### config.mk
export PLATFORM = sky130hd
export DESIGN_NAME = dev_command_parser
export DESIGN_NICKNAME = d
export VERILOG_FILES = /design/src/rtl/dev_command_parser.sv
export SDC_FILE = /design/constraint.sdc
export NUM_CORES = 1
export LEC_CHECK = 0
export CORE_MARGIN = 3
export CORE_UTILIZATION = 46
export CTS_CLUSTER_DIAMETER = 100
export DETAILED_ROUTE_END_ITERATION = 6
export HOLD_SLACK_MARGIN = 0.06
export PLACE_DENSITY = 0.71
export RECOVER_POWER = 25
export SETUP_SLACK_MARGIN = 0.02
export SLEW_MARGIN = 15
export SYNTH_ARGS = -nofsm -noshare
export SYNTH_HDL_FRONTEND = slang
export SYNTH_SLANG_ARGS = --single-unit
### constraint.sdc
create_clock -name clock -period 4.31 [get_ports clock]
set_input_delay 0.862 -clock clock [delete_from_list [all_inputs] [get_ports clock]]
set_output_delay 0.862 -clock clock [all_outputs]
set_load 0.03 [all_outputs]
### src/rtl/dev_command_parser.sv
// rtl/dev_command_parser.sv - host UART command frame parser with paced data FIFO
// Optional trailing-checksum support is enabled by defining DEV_CMD_PARSER_CHECKSUM_EN.
module dev_command_parser #(
  parameter int FIFO_DEPTH     = 16,
  parameter int TIMEOUT_CYCLES = 1000000
) (
  input  logic       clock,
  input  logic       reset,
  input  logic       uart_rx_byte_received,
  input  logic [7:0] uart_rx_byte,
  output logic       dev_command_started,
  output logic       dev_command_processing,
  output logic [4:0] dev_command,
  input  logic       dev_busy,
  output logic       dev_command_data_signal,
  output logic [7:0] dev_data,
  output logic       frame_error,
`ifdef DEV_CMD_PARSER_CHECKSUM_EN
  output logic       overflow_error,
  output logic       checksum_error
`else
  output logic       overflow_error
`endif
);

  localparam int AW      = $clog2(FIFO_DEPTH);
  localparam int CW      = AW + 1;
  localparam int TW      = (TIMEOUT_CYCLES > 1) ? $clog2(TIMEOUT_CYCLES) : 1;
  localparam int TO_LAST = (TIMEOUT_CYCLES > 0) ? TIMEOUT_CYCLES - 1 : 0;

  typedef enum logic [2:0] {
    S_IDLE    = 3'd0,
    S_GET_LEN = 3'd1,
    S_START   = 3'd2,
    S_DATA    = 3'd3,
`ifdef DEV_CMD_PARSER_CHECKSUM_EN
    S_CHECK   = 3'd5,
`endif
    S_DONE    = 3'd4
  } state_t;

`ifdef DEV_CMD_PARSER_CHECKSUM_EN
  localparam state_t S_AFTER_DATA = S_CHECK;
`else
  localparam state_t S_AFTER_DATA = S_DONE;
`endif

  state_t          state, state_next;
  logic [7:0]      len;
  logic [7:0]      rx_cnt;
  logic [7:0]      mem [FIFO_DEPTH];
  logic [AW-1:0]   wr_ptr, rd_ptr;
  logic [CW-1:0]   count;
  logic [TW-1:0]   idle_cnt;
  logic            push, pop, drop, stray, idle_run, timeout_hit;
  logic            rx_more, fifo_empty, fifo_full;
`ifdef DEV_CMD_PARSER_CHECKSUM_EN
  logic [7:0]      chk_acc;
  logic            chk_got, chk_take;
`endif

  assign rx_more             = rx_cnt < len;
  assign fifo_empty          = count == '0;
  assign fifo_full           = count == CW'(FIFO_DEPTH);
  assign dev_command_started = state == S_START;

  always_ff @(posedge clock or posedge reset) begin
    if (reset) state <= S_IDLE;
    else       state <= state_next;
  end

  always_comb begin
    state_next  = state;
    push        = 1'b0;
    drop        = 1'b0;
    pop         = 1'b0;
    stray       = 1'b0;
    idle_run    = 1'b0;
    timeout_hit = 1'b0;
`ifdef DEV_CMD_PARSER_CHECKSUM_EN
    chk_take    = 1'b0;
`endif
    case (state)
      S_IDLE: if (uart_rx_byte_received && uart_rx_byte[7]) state_next = S_GET_LEN;
      S_GET_LEN: begin
        idle_run = 1'b1;
        if (uart_rx_byte_received) state_next = S_START;
      end
      S_START: begin
        stray      = uart_rx_byte_received;
        state_next = (len == 8'd0) ? S_AFTER_DATA : S_DATA;
      end
      S_DATA: begin
        idle_run = rx_more;
        if (uart_rx_byte_received && rx_more) begin
          if (fifo_full) drop = 1'b1;
          else           push = 1'b1;
        end
`ifdef DEV_CMD_PARSER_CHECKSUM_EN
        // The checksum may arrive while the device is still draining the FIFO.
        if (uart_rx_byte_received && !rx_more && !chk_got) chk_take = 1'b1;
`endif
        pop = !fifo_empty && !dev_busy && !dev_command_data_signal;
        if (!rx_more && fifo_empty) state_next = S_AFTER_DATA;
      end
`ifdef DEV_CMD_PARSER_CHECKSUM_EN
      S_CHECK: begin
        idle_run = !chk_got;
        if (chk_got) begin
          state_next = S_DONE;
        end else if (uart_rx_byte_received) begin
          chk_take   = 1'b1;
          state_next = S_DONE;
        end
      end
`endif
      S_DONE: begin
        stray = uart_rx_byte_received;
        if (!dev_busy) state_next = S_IDLE;
      end
      default: state_next = S_IDLE;
    endcase
    if (TIMEOUT_CYCLES != 0 && idle_run && !uart_rx_byte_received &&
        idle_cnt == TW'(TO_LAST)) begin
      timeout_hit = 1'b1;
      pop         = 1'b0;
      state_next  = S_IDLE;
    end
  end

  always_ff @(posedge clock) begin
    if (push) mem[wr_ptr] <= uart_rx_byte;
  end

  always_ff @(posedge clock or posedge reset) begin
    if (reset) begin
      dev_command             <= '0;
      dev_command_processing  <= 1'b0;
      dev_command_data_signal <= 1'b0;
      dev_data                <= '0;
      frame_error             <= 1'b0;
      overflow_error          <= 1'b0;
      len                     <= '0;
      rx_cnt                  <= '0;
      wr_ptr                  <= '0;
      rd_ptr                  <= '0;
      count                   <= '0;
      idle_cnt                <= '0;
    end else begin
      frame_error             <= stray || timeout_hit;
      overflow_error          <= drop;
      dev_command_data_signal <= pop;
      if (state == S_IDLE && uart_rx_byte_received && uart_rx_byte[7])
        dev_command <= uart_rx_byte[4:0];
      if (state == S_GET_LEN && uart_rx_byte_received) begin
        len    <= uart_rx_byte;
        rx_cnt <= '0;
      end
      // Dropped bytes still count toward the frame so it can terminate.
      if (push || drop) rx_cnt <= rx_cnt + 8'd1;
      if (push) wr_ptr <= wr_ptr + AW'(1);
      if (pop) begin
        dev_data <= mem[rd_ptr];
        rd_ptr   <= rd_ptr + AW'(1);
      end
      count <= count + CW'(push) - CW'(pop);
      if (uart_rx_byte_received || !idle_run || timeout_hit) idle_cnt <= '0;
      else                                                 idle_cnt <= idle_cnt + TW'(1);
      if (timeout_hit || (state == S_DONE && !dev_busy)) dev_command_processing <= 1'b0;
      else if (state == S_START)                         dev_command_processing <= 1'b1;
      if (timeout_hit) begin
        wr_ptr <= '0;
        rd_ptr <= '0;
        count  <= '0;
      end
    end
  end

`ifdef DEV_CMD_PARSER_CHECKSUM_EN
  always_ff @(posedge clock or posedge reset) begin
    if (reset) begin
      chk_acc        <= '0;
      chk_got        <= 1'b0;
      checksum_error <= 1'b0;
    end else begin
      checksum_error <= chk_take && (uart_rx_byte != chk_acc);
      if (state == S_IDLE && uart_rx_byte_received && uart_rx_byte[7])
        chk_acc <= uart_rx_byte;
      else if ((state == S_GET_LEN && uart_rx_byte_received) || push || drop)
        chk_acc <= chk_acc ^ uart_rx_byte;
      if (state == S_GET_LEN) chk_got <= 1'b0;
      else if (chk_take)      chk_got <= 1'b1;
    end
  end
`endif

endmodule

==> metrics, run 1 <==
CTS tree done; setup TNS 0 ns; number of global-route vias before repair 4,817; CTS Hold Buffers Added 0; DP HPWL 10,700 µm; # IOs 30; vias per cell 5.63; post-layout instance area 9630 µm²; GPL Wtd Cong 0.816; CP Launch Type flip-flop; total gr overflow 0; Unique masters post-synth 53; die area 20,100 µm²; Mapped Area 8460 µm²; Worst-Skew Late Latency 0.43 ns; Final Core Density 0.546; P&R area growth vs syn 13.9%; chip height 142 µm; Pre-antenna DRT Iters 5; HP Class flip-flop to flip-flop; Async S/R FF share, synth 0.350; Slew Limit Fails 53; core area 17,700 µm²; Antenna Nets Post-Route 0; Post-synth EDFFs 128; RSZ-0062 raised after global routing false; clk root buf clkbuf_16; outcome complete, but fails checks; critical path peak fanout 5; fin cells 825; Post-Synthesis Cells 549; Synth Warn # 0; sequential area share after synthesis 0.658; Arr. time, crit path 3.93 ns; maxcap violations 1; post-CTS setup buffer count 0; clock skew after layout 0.0155 ns; pin count of the biggest net entering global routing 53; FF+latch count, synth 197; failing checks capacitance limit, slew limit; WS Path Type flip-flop to flip-flop; first-pass GRT wire length 26,700 µm; placed cell area 9030 µm²; # port buffers 29; Avg Cell Area, Syn 15.4 µm²; Final Setup Violations 0; CTS clk-pin slew, worst paths 0.07 ns; setup ws final 0.730 ns; area share of the largest cell type after synthesis 0.454; min Tclk post-route 3.58 ns; H-tree depth 4; Synth area leader edfxtp_1; Initial Utilization 0.479; Synth area leaders edfxtp_1, dfrtp_1, mux4_2; DRC Markers 0; Placed Cells 793; worst slew pin tran 2.42 ns; Max VDD drop 359 µV; syn_nets 582; Routed WL 16,400 µm; Slew HR -0.619; worst path required time 4.66 ns; pwr/cell area 609 nW/µm²; Lkg Pwr 3.49 nW; WHS 0.502 ns; nets@finish 620; Total Routing Usage GR 0.175; Final Hold Viols 0; Tot Pwr 5.86 mW; initial antenna violation count 0; Max clock buf depth 2; Initial DRC Count 430; DIE WIDTH 142 µm; Vias 4,647; share of cells above drive strength 1 0.182; row count 48; Fmax achieved 0.279 GHz; ys flop type edfxtp_1; period utilization 0.831; drt wl/cell 19.8 µm; Num CTS Buffers 17; Place WS 0.511 ns; crit end category flip-flop; Antenna Diode Count 0; clock sink count 197; Post-CTS Resized 0
[cell usage in the layout (no fill, tap or decap), types with 8 or more instances in the layout]
| cell type | count |
|---|---|
| nand2_1 | 30 |
| buf_4 | 12 |
| nand3_1 | 14 |
| nor2_1 | 52 |
| xor2_1 | 17 |
| mux4_2 | 40 |
| and2_1 | 9 |
| clkbuf_16 | 17 |
| edfxtp_1 | 128 |
| xnor2_1 | 12 |
| dfrtp_1 | 68 |
| inv_1 | 26 |
| ha_1 | 20 |
| clkdlybuf4s50_1 | 23 |
| nor4_1 | 8 |
| a21oi_1 | 10 |
| o21ai_0 | 19 |
| mux2_4 | 8 |
[sequential cells by signal, summed over array words and instances (netlist names)]
name / cells
count: 5
dev_command_processing: 1
overflow_error: 1
dev_command: 5
rd_ptr: 4
idle_cnt: 20
dev_data: 8
state: 3
frame_error: 1
mem: 128
rx_cnt: 8
len: 8
wr_ptr: 4
dev_command_data_signal: 1
[area by class of cell]
class                   count  area, µm²
fillers                  1392       8020
flip-flops and latches    197       5570
multi-input cells         303       2710
clock buffers              20        447
repair buffers             41        380
well taps                 225        282
clock inverters            12        145
inverters                  27        103
[routing by layer]
| layer | up-vias | track usage | part of all wire |
|---|---|---|---|
| met4 | 0 | 0.0626 | 0.021 |
| met2 | 127 | 0.285 | 0.50 |
| met5 | - | 0 | 0 |
| li1 | 2129 | - | - |
| met3 | 20 | 0.0394 | 0.048 |
| met1 | 2371 | 0.234 | 0.43 |
[Yosys cell counts, types with 2 or more instances]
cell,number
ha_1,20
nor4_1,9
mux2i_1,2
edfxtp_1,128
nand3_1,14
mux2_2,6
and4_1,2
nand2_1,30
a21oi_1,10
inv_1,27
o21a_1,2
buf_2,4
and3_1,5
xnor2_1,12
nor2_1,52
nand2b_1,2
clkbuf_1,12
nand3b_1,3
dfrtp_1,69
o21ai_0,19
nor3_1,3
a21o_1,2
nand4_1,7
mux2_4,8
mux4_2,40
nor3b_1,2
buf_1,5
or3_1,3
o32ai_1,2
xor2_1,17
and2_1,9
o31ai_1,2
[cell families (layout without fill, tap and decap cells)]
| logic type | count (synthesis) | in the layout | synth area share |
|---|---|---|---|
| muxes | 56 | 56 | 0.131 |
| xor gates and xnor gates | 29 | 29 | 0.0300 |
| adders and majority gates | 21 | 21 | 0.0319 |
| DFF | 197 | 197 | 0.658 |
| buffers and inverters | 49 | 100 | 0.0232 |
| and+or+nand+nor | 149 | 149 | 0.0876 |
| AOI/OAI and AO/OA | 48 | 48 | 0.0377 |
[power by group]
group          leakage, nW  total [mW]  internal (mW)  switching [mW]
Sequential            2.04        2.53           2.24           0.288
Clock                0.290        1.55          0.836           0.714
Combinational         1.16        1.79          0.887           0.899
Total                 3.49        5.86           3.96            1.90
[worst max-delay path, stage by stage, from the launching register on]
cell,delay (ns)
dfrtp_1,0.35
inv_1,0.06
ha_1,0.32
nand4_1,0.18
o31ai_1,0.78
a211oi_4,0.14
nor2b_2,0.16
ha_1,0.24
inv_1,0.06
ha_1,0.16
inv_1,0.06
fa_1,0.41
inv_1,0.07
a21oi_1,0.05
nor2_1,0.16
o21ai_0,0.13
a21oi_1,0.17
[worst paths after layout]
check,slack [ns],endpoint,startpoint,depth (start not counted)
min reg2reg,0.50,idle_cnt[0],idle_cnt[0],1
max,0.73,count[4],len[7],16
min in group asynchronous,1.54,idle_cnt[6],reset,2
min,0.50,idle_cnt[0],idle_cnt[0],1
max in group asynchronous,1.56,rd_ptr[0],reset,2
max reg2reg,0.73,count[4],len[7],16
(Power assumes the default switching activity.)
==> inputs of run 2 (changes only) <==
- clock period: 4.31 -> 3.5 ns (I/O delays scaled with it)
==> metrics, run 2 (same netlist as run 1, synthesis figures left out) <==
clk root buf clkbuf_16; reg2reg end count[4]; row count 48; H-tree depth 4; Max VDD drop 393 µV; total gr overflow 0; Routed WL 17,100 µm; Lkg Pwr 3.59 nW; # port buffers 29; CP bufs+invs 3; pin count of the biggest net entering global routing 47; Largest Register mem; commonest non-fill, non-tap cell in the layout edfxtp_1; max reg flops 128; Initial Utilization 0.479; worst path required time 3.86 ns; number of global-route vias before repair 4,924; CP Launch Type flip-flop; Pre-antenna DRT Iters 5; Slew HR 0.221; period utilization 0.952; share of cells above drive strength 1 0.209; Max clock buf depth 2; clock skew after layout 0.00758 ns; CP dominant cell by count inv_1; maxcap violations 0; flop2flop setup slack 0.17 ns; CTS clk-pin slew, worst paths 0.07 ns; CP Cell Sequence ha_4, and4_4, nand2_2, or4_4, a211oi_4, nor2b_2, ha_1, inv_1, ha_1, inv_1, fa_2, inv_1, a21oi_1, nor2_1, or3_1, a21oi_1; DP HPWL 11,400 µm; HP Class flip-flop to flip-flop; min Tclk post-route 3.33 ns; Hold Path Cell Cnt 1; setup ws final 0.168 ns; Worst Hold End dev_data[4]; drt wl/cell 20.3 µm; CTS Hold Buffers Added 0; Total Routing Usage GR 0.182; Fmax achieved 0.300 GHz; Initial DRC Count 382; CTS tree done; pwr/cell area 743 nW/µm²; setup TNS 0 ns; outcome finished clean; P&R area growth vs syn 15.5%; core area 17,700 µm²; # IOs 30; Arr. time, crit path 3.69 ns; die area 20,100 µm²; vias per cell 5.64; crit-path leading delay family simple AND/OR/NAND/NOR gates; Antenna Nets Post-Route 0; Final Core Density 0.553; Slew Limit Fails 0; nets@finish 638; clock sink count 197; chip height 142 µm; Vias 4,753; first-pass GRT wire length 27,500 µm; crit end category flip-flop; WS Path Type flip-flop to flip-flop; Place WS 0.0956 ns; WHS 0.515 ns; CP peak stage delay 0.58 ns; Num CTS Buffers 17; hold wc startpoint dev_data[4]; DIE WIDTH 142 µm; critical path peak fanout 4; initial antenna violation count 0; Antenna Diode Count 0; Worst-Skew Late Latency 0.43 ns; most frequent cells in the layout edfxtp_1, dfrtp_1, nor2_1; worst r2r src idle_cnt[0]; biggest registers after layout mem x128, idle_cnt x20; GPL Wtd Cong 0.829; path depth of the worst reg2reg path 16; Final Hold Viols 0; worst slew pin tran 1.17 ns; DRC Markers 0; Final Setup Violations 0; Slowest-stage cell, CP or4_4
[run 2: cell types whose count changed in the layout (fill, tap and decap cells not counted), sizes merged]
| cell | previous run | this run |
|---|---|---|
| dlygate4sd3 | 6 | 4 |
| clkinv | 7 | 8 |
| clkdlybuf4s50 | 23 | 25 |
| inv | 30 | 32 |
| buf | 12 | 28 |
| clkinvlp | 1 | 0 |
[run 2: worst max-delay path by stage]
stage                           from  endpoint  depth (start not counted)
2_1_floorplan            idle_cnt[0]  count[4]                         17
3_3_place_gp   uart_rx_byte_received  count[4]                         15
3_5_place_dp   uart_rx_byte_received  count[4]                         15
4_1_cts                       len[7]  count[4]                         16
5_1_grt                       len[1]  count[4]                         16
6_report                 idle_cnt[0]  count[4]                         16
[run 2: report_power, final]
group / total, mW / switching, mW / internal (mW)
logic: 2.29 / 1.16 / 1.13
clock network: 1.90 / 0.877 / 1.02
registers: 3.07 / 0.313 / 2.76
[run 2: layout make-up]
| cell class | count | area (µm²) |
|---|---|---|
| Fill cell | 1388 | 7890 |
| Sequential cell | 197 | 5570 |
| Multi-Input combinational cell | 303 | 2720 |
| Timing Repair Buffer | 59 | 509 |
| Clock buffer | 18 | 439 |
| Tap cell | 225 | 282 |
| Clock inverter | 14 | 145 |
| Inverter | 27 | 101 |
[run 2: layer usage]
layer  routed length, µm  vias to the layer above  track usage
met2                8580                      129        0.295
li1                    -                     2157            -
met4                 255                        0       0.0561
met3                1060                       18       0.0475
met1                7220                     2449        0.243
met5                   0                        -            0
[run 2: timing repair]
item                                    CTS  global route
setup buffers                             0             3
endpoints found under the setup margin    0             2
gates resized for setup                   0             4
[run 2: worst register-to-register path, delay by kind of cell (launching register included)]
kind / cells / cell delay [ns]
buffers and inverters: 3 / 0.16
and+or+nand+nor: 6 / 1.37
AOI/OAI and AO/OA: 3 / 0.46
adders and majority gates: 4 / 0.83
DFF: 1 / 0.43
[run 2: stage by stage]
stage | cell area (µm²) | cells | power (mW)
2_1_floorplan | 8460 | 549 | 4.69
3_3_place_gp | 9160 | 808 | 5.30
3_5_place_dp | 9160 | 808 | 5.39
4_1_cts | 9740 | 840 | 7.30
5_1_grt | 9770 | 843 | 7.66
6_report | 9770 | 843 | 7.26
